<file path="config.mk">
export PLATFORM = sky130hd
export DESIGN_NAME = nn_frame_sequencer
export DESIGN_NICKNAME = d
export VERILOG_FILES = /design/src/rtl/nn_frame_sequencer_pkg.sv /design/src/rtl/nn_frame_sequencer_collector.sv /design/src/rtl/nn_frame_sequencer.sv
export SDC_FILE = /design/constraint.sdc
export NUM_CORES = 1
export LEC_CHECK = 0
export CAP_MARGIN = 10
export CORE_ASPECT_RATIO = 0.7
export CORE_MARGIN = 1.5
export CORE_UTILIZATION = 60
export CTS_BUF_LIST = sky130_fd_sc_hd__clkbuf_8
export DETAILED_ROUTE_END_ITERATION = 7
export DONT_BUFFER_PORTS = 1
export HOLD_SLACK_MARGIN = 0.02
export PLACE_DENSITY = 0.84
export SLEW_MARGIN = 20
export SYNTH_ARGS = -nofsm -noshare
export SYNTH_HDL_FRONTEND = slang
export SYNTH_HIERARCHICAL = 1
export SYNTH_SLANG_ARGS = --single-unit
</file>
<file path="constraint.sdc">
create_clock -name clk_i -period 6.4 [get_ports clk_i]
set_input_delay 0.32 -clock clk_i [delete_from_list [all_inputs] [get_ports clk_i]]
set_output_delay 0.32 -clock clk_i [all_outputs]
set_load 0.01 [all_outputs]
</file>
<file path="src/rtl/nn_frame_sequencer_pkg.sv">
// Shared constants and types for the speech-NN frame sequencer.
// Defaults describe the production network; benches override via parameters.
package nn_frame_sequencer_pkg;

  localparam int IN_SIZE_1    = 16;
  localparam int NN_LATENCY_1 = 8;
  localparam int CLASS_W_1    = 2;

  typedef logic signed [7:0] feat_t;

  typedef enum logic [1:0] {
    COLLECT = 2'd0,
    WAIT    = 2'd1,
    RESULT  = 2'd2
  } seq_state_t;

  localparam logic [1:0] ST_COLLECT = 2'd0;
  localparam logic [1:0] ST_WAIT    = 2'd1;
  localparam logic [1:0] ST_RESULT  = 2'd2;

endpackage

</file>
<file path="src/rtl/nn_frame_sequencer_collector.sv">
// Serial-to-parallel feature collector with framing check.
// frame_o already carries the sample being accepted, so the top can latch it on the same edge.
module nn_frame_collector
  import nn_frame_sequencer_pkg::*;
#(
  parameter int IN_SIZE = IN_SIZE_1
) (
  input  logic                clk_i,
  input  logic                rst_i,
  input  feat_t               feat_data_i,
  input  logic                accept_i,
  input  logic                feat_last_i,
  output logic                frame_done_o,
  output logic                frame_err_o,
  output feat_t [IN_SIZE-1:0] frame_o
);

  localparam int IDX_W = $clog2(IN_SIZE);

  logic [IDX_W-1:0]    idx_q, idx_d;
  feat_t [IN_SIZE-1:0] shadow_q, shadow_d;
  logic                err_q, err_d;
  logic                last_slot;

  always_comb begin
    last_slot    = (idx_q == IDX_W'(IN_SIZE - 1));
    shadow_d     = shadow_q;
    idx_d        = idx_q;
    err_d        = 1'b0;
    frame_done_o = 1'b0;
    if (accept_i) begin
      shadow_d[idx_q] = feat_data_i;
      if (last_slot && feat_last_i) begin
        idx_d        = '0;
        frame_done_o = 1'b1;
      end else if (last_slot || feat_last_i) begin
        // Short or overlong frame: drop it and resynchronise on the next sample.
        idx_d = '0;
        err_d = 1'b1;
      end else begin
        idx_d = idx_q + 1'b1;
      end
    end
  end

  always_ff @(posedge clk_i) begin
    if (rst_i) begin
      idx_q    <= '0;
      shadow_q <= '0;
      err_q    <= 1'b0;
    end else begin
      idx_q    <= idx_d;
      shadow_q <= shadow_d;
      err_q    <= err_d;
    end
  end

  assign frame_o     = shadow_d;
  assign frame_err_o = err_q;

endmodule

</file>
<file path="src/rtl/nn_frame_sequencer.sv">
// Sequencer between the feature stream and the NN top: collect, wait the
// pipeline latency, capture the class and hand it out over valid/ready.
//
// state      | meaning
// COLLECT    | accepting features into the shadow buffer
// WAIT       | nn_vector presented, counting down the NN latency
// RESULT     | res_valid high, holding res_class until res_ready
module nn_frame_sequencer
  import nn_frame_sequencer_pkg::*;
#(
  parameter int IN_SIZE    = IN_SIZE_1,
  parameter int NN_LATENCY = NN_LATENCY_1,
  parameter int CLASS_W    = CLASS_W_1
) (
  input  logic                clk_i,
  input  logic                rst_i,
  input  feat_t               feat_data_i,
  input  logic                feat_valid_i,
  input  logic                feat_last_i,
  output logic                feat_ready_o,
  output feat_t [IN_SIZE-1:0] nn_vector_o,
  input  logic [CLASS_W-1:0]  nn_class_i,
  output logic [CLASS_W-1:0]  res_class_o,
  output logic                res_valid_o,
  input  logic                res_ready_i,
  output logic                frame_err_o,
  output logic                busy_o
);

  localparam int CNT_W = $clog2(NN_LATENCY + 1);

  logic [1:0]          state_q, state_d;
  logic [CNT_W-1:0]    cnt_q, cnt_d;
  feat_t [IN_SIZE-1:0] vec_q, vec_d;
  logic [CLASS_W-1:0]  cls_q, cls_d;
  logic                rv_q, rv_d;

  logic                accept;
  logic                frame_done;
  feat_t [IN_SIZE-1:0] frame;

  assign feat_ready_o = (state_q == ST_COLLECT);
  assign accept       = feat_valid_i & feat_ready_o;

  nn_frame_collector #(
    .IN_SIZE (IN_SIZE)
  ) u_collector (
    .clk_i        (clk_i),
    .rst_i        (rst_i),
    .feat_data_i  (feat_data_i),
    .accept_i     (accept),
    .feat_last_i  (feat_last_i),
    .frame_done_o (frame_done),
    .frame_err_o  (frame_err_o),
    .frame_o      (frame)
  );

  always_comb begin
    state_d = state_q;
    cnt_d   = cnt_q;
    vec_d   = vec_q;
    cls_d   = cls_q;
    rv_d    = rv_q;
    case (state_q)
      ST_COLLECT: begin
        if (frame_done) begin
          vec_d   = frame;
          cnt_d   = CNT_W'(NN_LATENCY);
          state_d = ST_WAIT;
        end
      end
      ST_WAIT: begin
        cnt_d = cnt_q - 1'b1;
        if (cnt_q == CNT_W'(1)) begin
          cls_d   = nn_class_i;
          rv_d    = 1'b1;
          state_d = ST_RESULT;
        end
      end
      ST_RESULT: begin
        if (res_ready_i) begin
          rv_d    = 1'b0;
          state_d = ST_COLLECT;
        end
      end
      default: begin
        rv_d    = 1'b0;
        state_d = ST_COLLECT;
      end
    endcase
  end

  always_ff @(posedge clk_i) begin
    if (rst_i) begin
      state_q <= ST_COLLECT;
      cnt_q   <= '0;
      vec_q   <= '0;
      cls_q   <= '0;
      rv_q    <= 1'b0;
    end else begin
      state_q <= state_d;
      cnt_q   <= cnt_d;
      vec_q   <= vec_d;
      cls_q   <= cls_d;
      rv_q    <= rv_d;
    end
  end

  assign nn_vector_o = vec_q;
  assign res_class_o = cls_q;
  assign res_valid_o = rv_q;
  assign busy_o      = (state_q == ST_WAIT) || (state_q == ST_RESULT);

endmodule

</file>
==> results of run 1 <==
sequential cells by signal (all words and copies together), names as in the netlist:
name	count
nn_vector_o	128
u_collector/shadow_q	128
cnt_q	4
u_collector/idx_q	4
res_class_o	2
state_q	2
res_valid_o	1
u_collector/frame_err_o	1
worst max-delay path by stage:
stage               start               end  depth (start not counted)
4_1_cts        state_q[0]   nn_vector_o[12]                         10
3_5_place_dp   state_q[0]   nn_vector_o[33]                         10
5_1_grt        state_q[1]   nn_vector_o[60]                         10
2_1_floorplan  state_q[0]  nn_vector_o[103]                         11
3_3_place_gp   state_q[0]    nn_vector_o[8]                         10
6_report       state_q[0]   nn_vector_o[12]                         10
synth_stat cells (3+ instances only):
library cell,number,area share [%]
nand4b_4,6,1.3
buf_12,9,1.7
and4bb_2,5,0.59
mux2i_1,4,0.37
ha_1,10,1.2
nand4_4,3,0.60
nor2b_1,130,7.6
buf_6,6,0.63
buf_2,20,0.94
inv_1,11,0.39
nand2_1,259,9.1
nor2_1,4,0.14
a21oi_2,29,2.4
clkbuf_1,33,1.2
mux2_2,128,13
dfxtp_1,270,51
a21oi_1,103,4.8
nor3_1,6,0.28
buf_1,3,0.11
area by class of cell:
type,count,area [um^2],share of cell area (%)
well taps,231,289,2.55
clock buffers,51,702,6.19
clock inverters,17,95.1,0.839
flip-flops and latches,270,5410,47.7
multi-input cells,716,4730,41.7
repair buffers,6,73.8,0.651
inverters,11,41.3,0.364
worst reg2reg max path: cells and delay by family (launching register included):
| family | cells | cell delay (ns) |
|---|---|---|
| and+or+nand+nor | 5 | 2.09 |
| buffers and inverters | 3 | 1.03 |
| adders and majority gates | 1 | 0.41 |
| DFF | 1 | 0.33 |
| AOI/OAI and AO/OA | 1 | 0.12 |
kinds of logic after synthesis:
group / after synthesis / synth area share, %
adders and majority gates: 10 / 1.17
muxes: 132 / 13.9
buffers and inverters: 86 / 5.32
AOI/OAI and AO/OA: 141 / 7.86
DFF: 270 / 50.5
and+or+nand+nor: 429 / 20.9
xor gates and xnor gates: 4 / 0.328
power by group:
part           total (mW)  internal (mW)  switching, mW
Combinational      0.0712         0.0237         0.0476
Sequential           1.69           1.69        0.00365
Clock                1.38          0.752          0.625
Total                3.14           2.46          0.677
layer usage:
metal	part of all wire [%]	track usage, %	up-vias
met5	0	0	-
met4	1.9	7.95	0
met3	9.4	8.66	43
met2	43	36.1	203
met1	46	33.0	3383
li1	-	-	3485
timing repair:
| action | CTS | global route |
|---|---|---|
| setup buffers | 0 | 0 |
| hold buffers | 3 | 0 |
| gates resized for setup | 0 | 0 |
| hold endpoints to repair | 270 | 0 |
==> results.cfg, run 1 <==
[placed_design]
numPortBuffers = 0
placed_area_mm2 = 0.0105
gp_congestion = 0.810
dp_slack_ns = 2.44
dp_hpwl_um = 13300
dp.cells = 1231

[cells_and_area]
layout_commonest_cell = dfxtp_1
most-common-layout-cells = dfxtp_1, nand2_1, nor2b_1
antenna_cells = 0
fin_area_mm2 = 0.0113
utilization_pct = 65.4
area_growth_syn_to_layout_pct = 5.98
nNetsFinal = 1070
fillers = 1364
instances_no_fill = 1302
layout-drive-gt1-share_pct = 21.8

[min_path]
min_path_cells = 2
min_from = feat_data_i[2]
hold_path.class = in -> reg
holdPathEnd = u_collector/shadow_q[10]

[sta]
hold_viol = 0
finalCritPeriodShare_pct = 63.5
skew_ns = 0.0179
maxSlewHeadroom_pct = 25.1
fin_crit_ns = 4.06
worst_slack_ns = 2.34
drv_slew = 0
tightest_slew_ns = 1.12
tns_ns = 0
fmaxAchievable_mhz = 246
holdWs_ns = 0.0658
finalSetupViolCount = 0
grt_setup_unrepaired = no

[logic_synthesis]
synth-edff-count = 0
synth_seq_area_share_pct = 50.5
ys_async_sr_fraction_pct = 0
synth_area_mm2 = 0.0107
synth-seq-cells = 270
syn_area_per_cell_um2 = 9.98
syn_inst = 1072
synth_nets = 1097
yosysWarningCount = 6
synth_ff_type = dfxtp_1
ys_types = 42

[die]
io_pins = 149
coreArea_mm2 = 0.0173
start_util_pct = 61.8
die_x_um = 163
dieArea_mm2 = 0.0186
die_h_um = 115
rows = 40

[setup_path]
critPathBufInv = 3
end_kind = register
critPathMaxFanout = 90
max_stage_delay_ns = 0.85
slowest_stage = and2_4
cp_common_cell = buf_4
critPathLaunchType = register
crit_arrival_ns = 4.52
worstPathRequired_ns = 6.86
cpLargestDelayFamily = simple AND/OR/NAND/NOR gates
reg2reg_depth = 10
reg2reg_from = state_q[0]
worst-r2r-setup-slack_ns = 2.34
worstPathCellList = inv_1 -> ha_1 -> and2_1 -> buf_4 -> nand4_2 -> nor2_1 -> and2_4 -> buf_4 -> nand2_1 -> a21oi_2
rr_endpoint = nn_vector_o[12]
critPathKind = reg -> reg

[power]
power_mw = 3.14
p_leak_nw = 4.42
powerDensity_mw_per_mm2 = 277
irDropWorstVdd_v = 0.000178

[drt]
postRouteAntennaNets = 0
drc_errors = 0
vias = 7114
firstDrtPassIters = 5
wl_per_cell_um = 17.6
drt_iter0_drc = 549
finalWirelength_um = 22900
viasPerCell = 5.46

[run]
drv_cap = 0

[clock_tree]
clkLatencyLatePin_ns = 0.53
cts_max_level = 2
cts_tree = done
clkTransAtPathRegs_ns = 0.06
numCtsBuffers = 40
clock_sinks = 270
cts_buffer_depth = 3
clockRootBuffer = clkbuf_8

[global_routing]
grt_pass1_wl_um = 35600
antenna_found_initial = 0
grt-ovfl-total = 0
grt_use_total_pct = 24.3
grt_start_max_net_pins = 272
grt_pass1_vias = 6867

[run_status]
outcome = completed
No activity file was read; power rests on OpenSTA's default activity.
==> run 2, diff against run 1 <==
- clock period: 6.4 -> 3.75 ns (I/O delays scaled with it)
==> run 2 against run 1 <==
Against the previous run:
- critical path depth is the same
- largest cell class unchanged
- non-clock buffer count increased by 83
- sequential power rose by 71%
- largest power group unchanged
- the run now ends with antenna rules left
- final area increased by 8.4%
- register-to-register slack lost 2.1 ns
- critical endpoint is now nn_vector_o[127]
- clock power is 86% higher
- first-iteration DRC count fell by 11%
- count of clock-buffer cells in the layout is 6 higher
==> results.cfg, run 2 (same netlist as run 1, synthesis figures left out) <==
[cells_and_area]
layout_commonest_cell = dfxtp_1
utilization_pct = 71.0
nNetsFinal = 1155
most-common-layout-cells = dfxtp_1, nand2_1, nor2b_1
instances_no_fill = 1399
fillers = 1237
layout-drive-gt1-share_pct = 21.6
area_growth_syn_to_layout_pct = 14.9

[clock_tree]
clkTransAtPathRegs_ns = 0.06
clockRootBuffer = clkbuf_8
numCtsBuffers = 41
cts_buffer_depth = 3
clkLatencyLatePin_ns = 0.54
cts_tree = done
cts_max_level = 2
clock_sinks = 270

[global_routing]
grt-ovfl-total = 0
grt_use_total_pct = 27.6
antenna_found_initial = 1
grt_start_max_net_pins = 200
grt_pass1_vias = 7595
grt_pass1_wl_um = 40100

[power]
irDropWorstVdd_v = 0.000362
powerDensity_mw_per_mm2 = 457
p_leak_nw = 5.00

[sta]
finalCritPeriodShare_pct = 94.4
fmaxAchievable_mhz = 282
tightest_slew_ns = 1.07
maxSlewHeadroom_pct = 28.6
drv_slew = 0
finalSetupViolCount = 0
tns_ns = 0
skew_ns = 0.0215
grt_setup_unrepaired = no
hold_viol = 0
fin_crit_ns = 3.54

[die]
die_h_um = 115
io_pins = 149
dieArea_mm2 = 0.0186
coreArea_mm2 = 0.0173
start_util_pct = 61.8
rows = 40
die_x_um = 163

[drt]
viasPerCell = 5.51
vias = 7703
postRouteAntennaNets = 1
finalWirelength_um = 26200
drc_errors = 0
drt_iter0_drc = 488
firstDrtPassIters = 5
wl_per_cell_um = 18.8

[setup_path]
critPathKind = reg -> reg
critPathLaunchType = register
worstPathRequired_ns = 4.23
slowest_stage = dlygate4sd3_1
crit_arrival_ns = 4.02
worstPathCellList = inv_1 -> ha_1 -> and2_1 -> nand4_2 -> nor2_4 -> and2_4 -> buf_12 -> nand2_1 -> a21oi_2 -> dlygate4sd3_1
end_kind = register
max_stage_delay_ns = 0.55
worst-r2r-setup-slack_ns = 0.21
critPathMaxFanout = 79

[run_status]
violations = antenna rules
outcome = finished, violations left

[placed_design]
gp_congestion = 0.795
numPortBuffers = 0
dp.cells = 1234
dp_hpwl_um = 13400

[min_path]
hold_path.class = in -> reg

[run]
drv_cap = 0
[run 2: cell count changes in the layout (fill, tap and decap cells not counted), moves of 2 or more]
cell	previous run	this run
dlygate4sd3_1	2	82
clkbuf_8	51	57
diode_2	0	6
clkinv_2	0	5
inv_1	26	21
buf_4	2	5
clkinvlp_4	0	2
[run 2: timing repair]
| item | 4_1_cts | 5_1_grt |
|---|---|---|
| gates resized for setup | 0 | 2 |
| setup buffers | 0 | 0 |
| hold buffers | 83 | 0 |
| setup endpoints to repair | 0 | 26 |
| endpoints found under the hold margin | 270 | 0 |
[run 2: cell type report]
type | count | area, um^2 | share of cell area, %
flip-flops and latches | 270 | 5410 | 44.0
multi-input cells | 717 | 4740 | 38.6
repair buffers | 89 | 906 | 7.37
clock buffers | 57 | 785 | 6.38
well taps | 231 | 289 | 2.35
clock inverters | 18 | 108 | 0.875
inverters | 11 | 41.3 | 0.336
diodes | 6 | 15.0 | 0.122
[run 2: final timing paths]
kind,start,depth (start not counted),end
hold reg to reg,nn_vector_o[56],2,nn_vector_o[56]
hold / removal,rst_i,2,u_collector/shadow_q[127]
setup reg to reg,state_q[0],10,nn_vector_o[127]
setup / recovery,state_q[0],10,nn_vector_o[127]
[run 2: where the power goes]
group	total [mW]	internal, mW	switching [mW]	leakage [nW]
Sequential	2.89	2.88	0.00627	2.18
Clock	2.57	1.42	1.15	0.497
Combinational	0.156	0.0531	0.103	2.33
[run 2: per-stage QoR]
stage	power [mW]	worst slack (ns)	cell area (um^2)	hold WS [ns]
floorplan	3.06	1.44	10700	0.335
global placement	3.02	0.802	10500	0.270
detailed placement	3.02	0.658	10500	0.270
CTS	5.64	0.160	12300	0.132
global route	5.79	0.0426	12300	0.192
finish	5.61	0.209	12300	0.140
[run 2: worst max-delay path: cells and delay by family, from the launching register on]
kind / cells / cell delay, ns
AOI/OAI and AO/OA: 1 / 0.17
adders and majority gates: 1 / 0.47
buffers and inverters: 3 / 0.99
DFF: 1 / 0.34
and+or+nand+nor: 5 / 1.49
[run 2: routing by layer]
layer | up-vias | track usage (%) | part of all wire (%)
li1 | 3663 | - | -
met1 | 3721 | 34.9 | 44
met2 | 260 | 43.6 | 44
met3 | 59 | 9.78 | 9.6
met4 | 0 | 10.3 | 2.5
met5 | - | 0 | 0
==> run 3, diff against run 2 <==
- CORE_ASPECT_RATIO: 0.7 -> not set
==> run 3 against run 2 <==
Against the previous run:
- the run now ends clean
- cell count shrank 0.64%
- largest cell class unchanged
- first-iteration DRC count fell by 2.5%
- sequential share of layout area rose by 0.15 points
- hold slack better by 0.065 ns
- maximum frequency fell by 0.17%
- register-to-register slack is essentially flat
- power is 2.1% lower
- die area is essentially flat
- core utilization decreased by 0.41 points
==> results.cfg, run 3 (same netlist as run 1, synthesis figures left out) <==
[min_path]
min_path_cells = 2
hold_path.class = in -> reg

[clock_tree]
numCtsBuffers = 43
post_cts_buffers = 0
cts_tree = done
cts_buffer_depth = 3
clkTransAtPathRegs_ns = 0.06
cts_max_level = 2
clock_sinks = 270
clockRootBuffer = clkbuf_8
clkLatencyLatePin_ns = 0.53

[placed_design]
dp_hpwl_um = 13000
gp_congestion = 0.780
numPortBuffers = 0
dp.cells = 1231

[global_routing]
antenna_found_initial = 1
grt_pass1_wl_um = 38900
grt_pass1_vias = 7518
grt_start_max_net_pins = 204
grt-ovfl-total = 0
grt_use_total_pct = 26.6

[cells_and_area]
instances_no_fill = 1390
multiInputGateArea_mm2 = 0.00475
layout_commonest_cell = dfxtp_1
seq_area_mm2 = 0.00541
nNetsFinal = 1159
utilization_pct = 70.6
area_growth_syn_to_layout_pct = 14.5
fillers = 1246
most-common-layout-cells = dfxtp_1, nand2_1, nor2b_1
layout-drive-gt1-share_pct = 21.4

[setup_path]
critPathMaxFanout = 25
reg2reg_depth = 10
worstPathCellList = inv_1 -> ha_1 -> and2_1 -> nand4_2 -> nor2_4 -> and2_4 -> buf_4 -> nand2_1 -> a21oi_1 -> dlygate4sd3_1
critPathLaunchType = register
worstPathRequired_ns = 4.21
crit_cells = 10
max_stage_delay_ns = 0.55
critPathKind = reg -> reg
crit_arrival_ns = 4.01
end_kind = register
cpLargestDelayFamily = simple AND/OR/NAND/NOR gates
critPathBufInv = 3
slowest_stage = dlygate4sd3_1

[drt]
viasPerCell = 5.46
drt_iter0_drc = 476
wl_per_cell_um = 17.8
vias = 7589
firstDrtPassIters = 5
drc_errors = 0
postRouteAntennaNets = 0
finalWirelength_um = 24800

[sta]
tns_ns = 0
maxSlewHeadroom_pct = 28.9
fmaxAchievable_mhz = 282
drv_slew = 0
finalCritPeriodShare_pct = 94.6
hold_viol = 0
skew_ns = 0.0164
grt_setup_unrepaired = no
finalSetupViolCount = 0
tightest_slew_ns = 1.06
fin_crit_ns = 3.55

[die]
dieArea_mm2 = 0.0186
die_h_um = 137
rows = 48
die_x_um = 137
start_util_pct = 61.6
coreArea_mm2 = 0.0174
io_pins = 149

[power]
p_leak_nw = 5.00
powerDensity_mw_per_mm2 = 449
irDropWorstVdd_v = 0.000368

[run]
drv_cap = 0

[run_status]
outcome = completed
run 3: power breakdown:
| part | internal (mW) | switching [mW] |
|---|---|---|
| clock network | 1.34 | 1.11 |
| logic | 0.0538 | 0.100 |
| registers | 2.88 | 0.00585 |
run 3: worst paths after layout:
check / to / start / slack (ns)
max: nn_vector_o[124] / state_q[0] / 0.20
max reg2reg: nn_vector_o[124] / state_q[0] / 0.20
min: u_collector/shadow_q[112] / rst_i / 0.20
min reg2reg: nn_vector_o[49] / nn_vector_o[49] / 0.50
run 3: metrics by stage:
stage / worst slack, ns / hold slack (ns) / total power [mW] / cell area (um^2)
after CTS: 0.0535 / 0.214 / 5.53 / 12200
after global placement: 0.752 / 0.265 / 3.02 / 10500
after floorplan: 1.44 / 0.335 / 3.06 / 10700
final: 0.203 / 0.205 / 5.50 / 12200
after global routing: 0.0848 / 0.236 / 5.69 / 12200
after detailed placement: 0.592 / 0.271 / 3.02 / 10500
run 3: cell type report:
cell class,instances,share of cell area [%]
antenna,1,0.0204
clock buffer,53,5.96
clock inverter,22,0.970
inverter,11,0.337
multi-input combinational,717,38.8
sequential,270,44.1
tap,225,2.30
timing repair buffer,91,7.50
run 3: timing repair:
item                                    CTS  global route
hold endpoints to repair                270             0
gates resized for setup                   0             3
endpoints found under the setup margin    0            36
hold buffers                             82             0
run 3: per-layer routing:
| layer | vias to the layer above | GRT usage (%) | routed length, um | part of all wire [%] |
|---|---|---|---|---|
| met2 | 232 | 43.7 | 11900 | 48 |
| met3 | 55 | 8.04 | 1750 | 7.1 |
| met1 | 3640 | 32.6 | 10400 | 42 |
| li1 | 3662 | - | - | - |
| met5 | - | 0 | 0 | 0 |
| met4 | 0 | 10.8 | 703 | 2.8 |
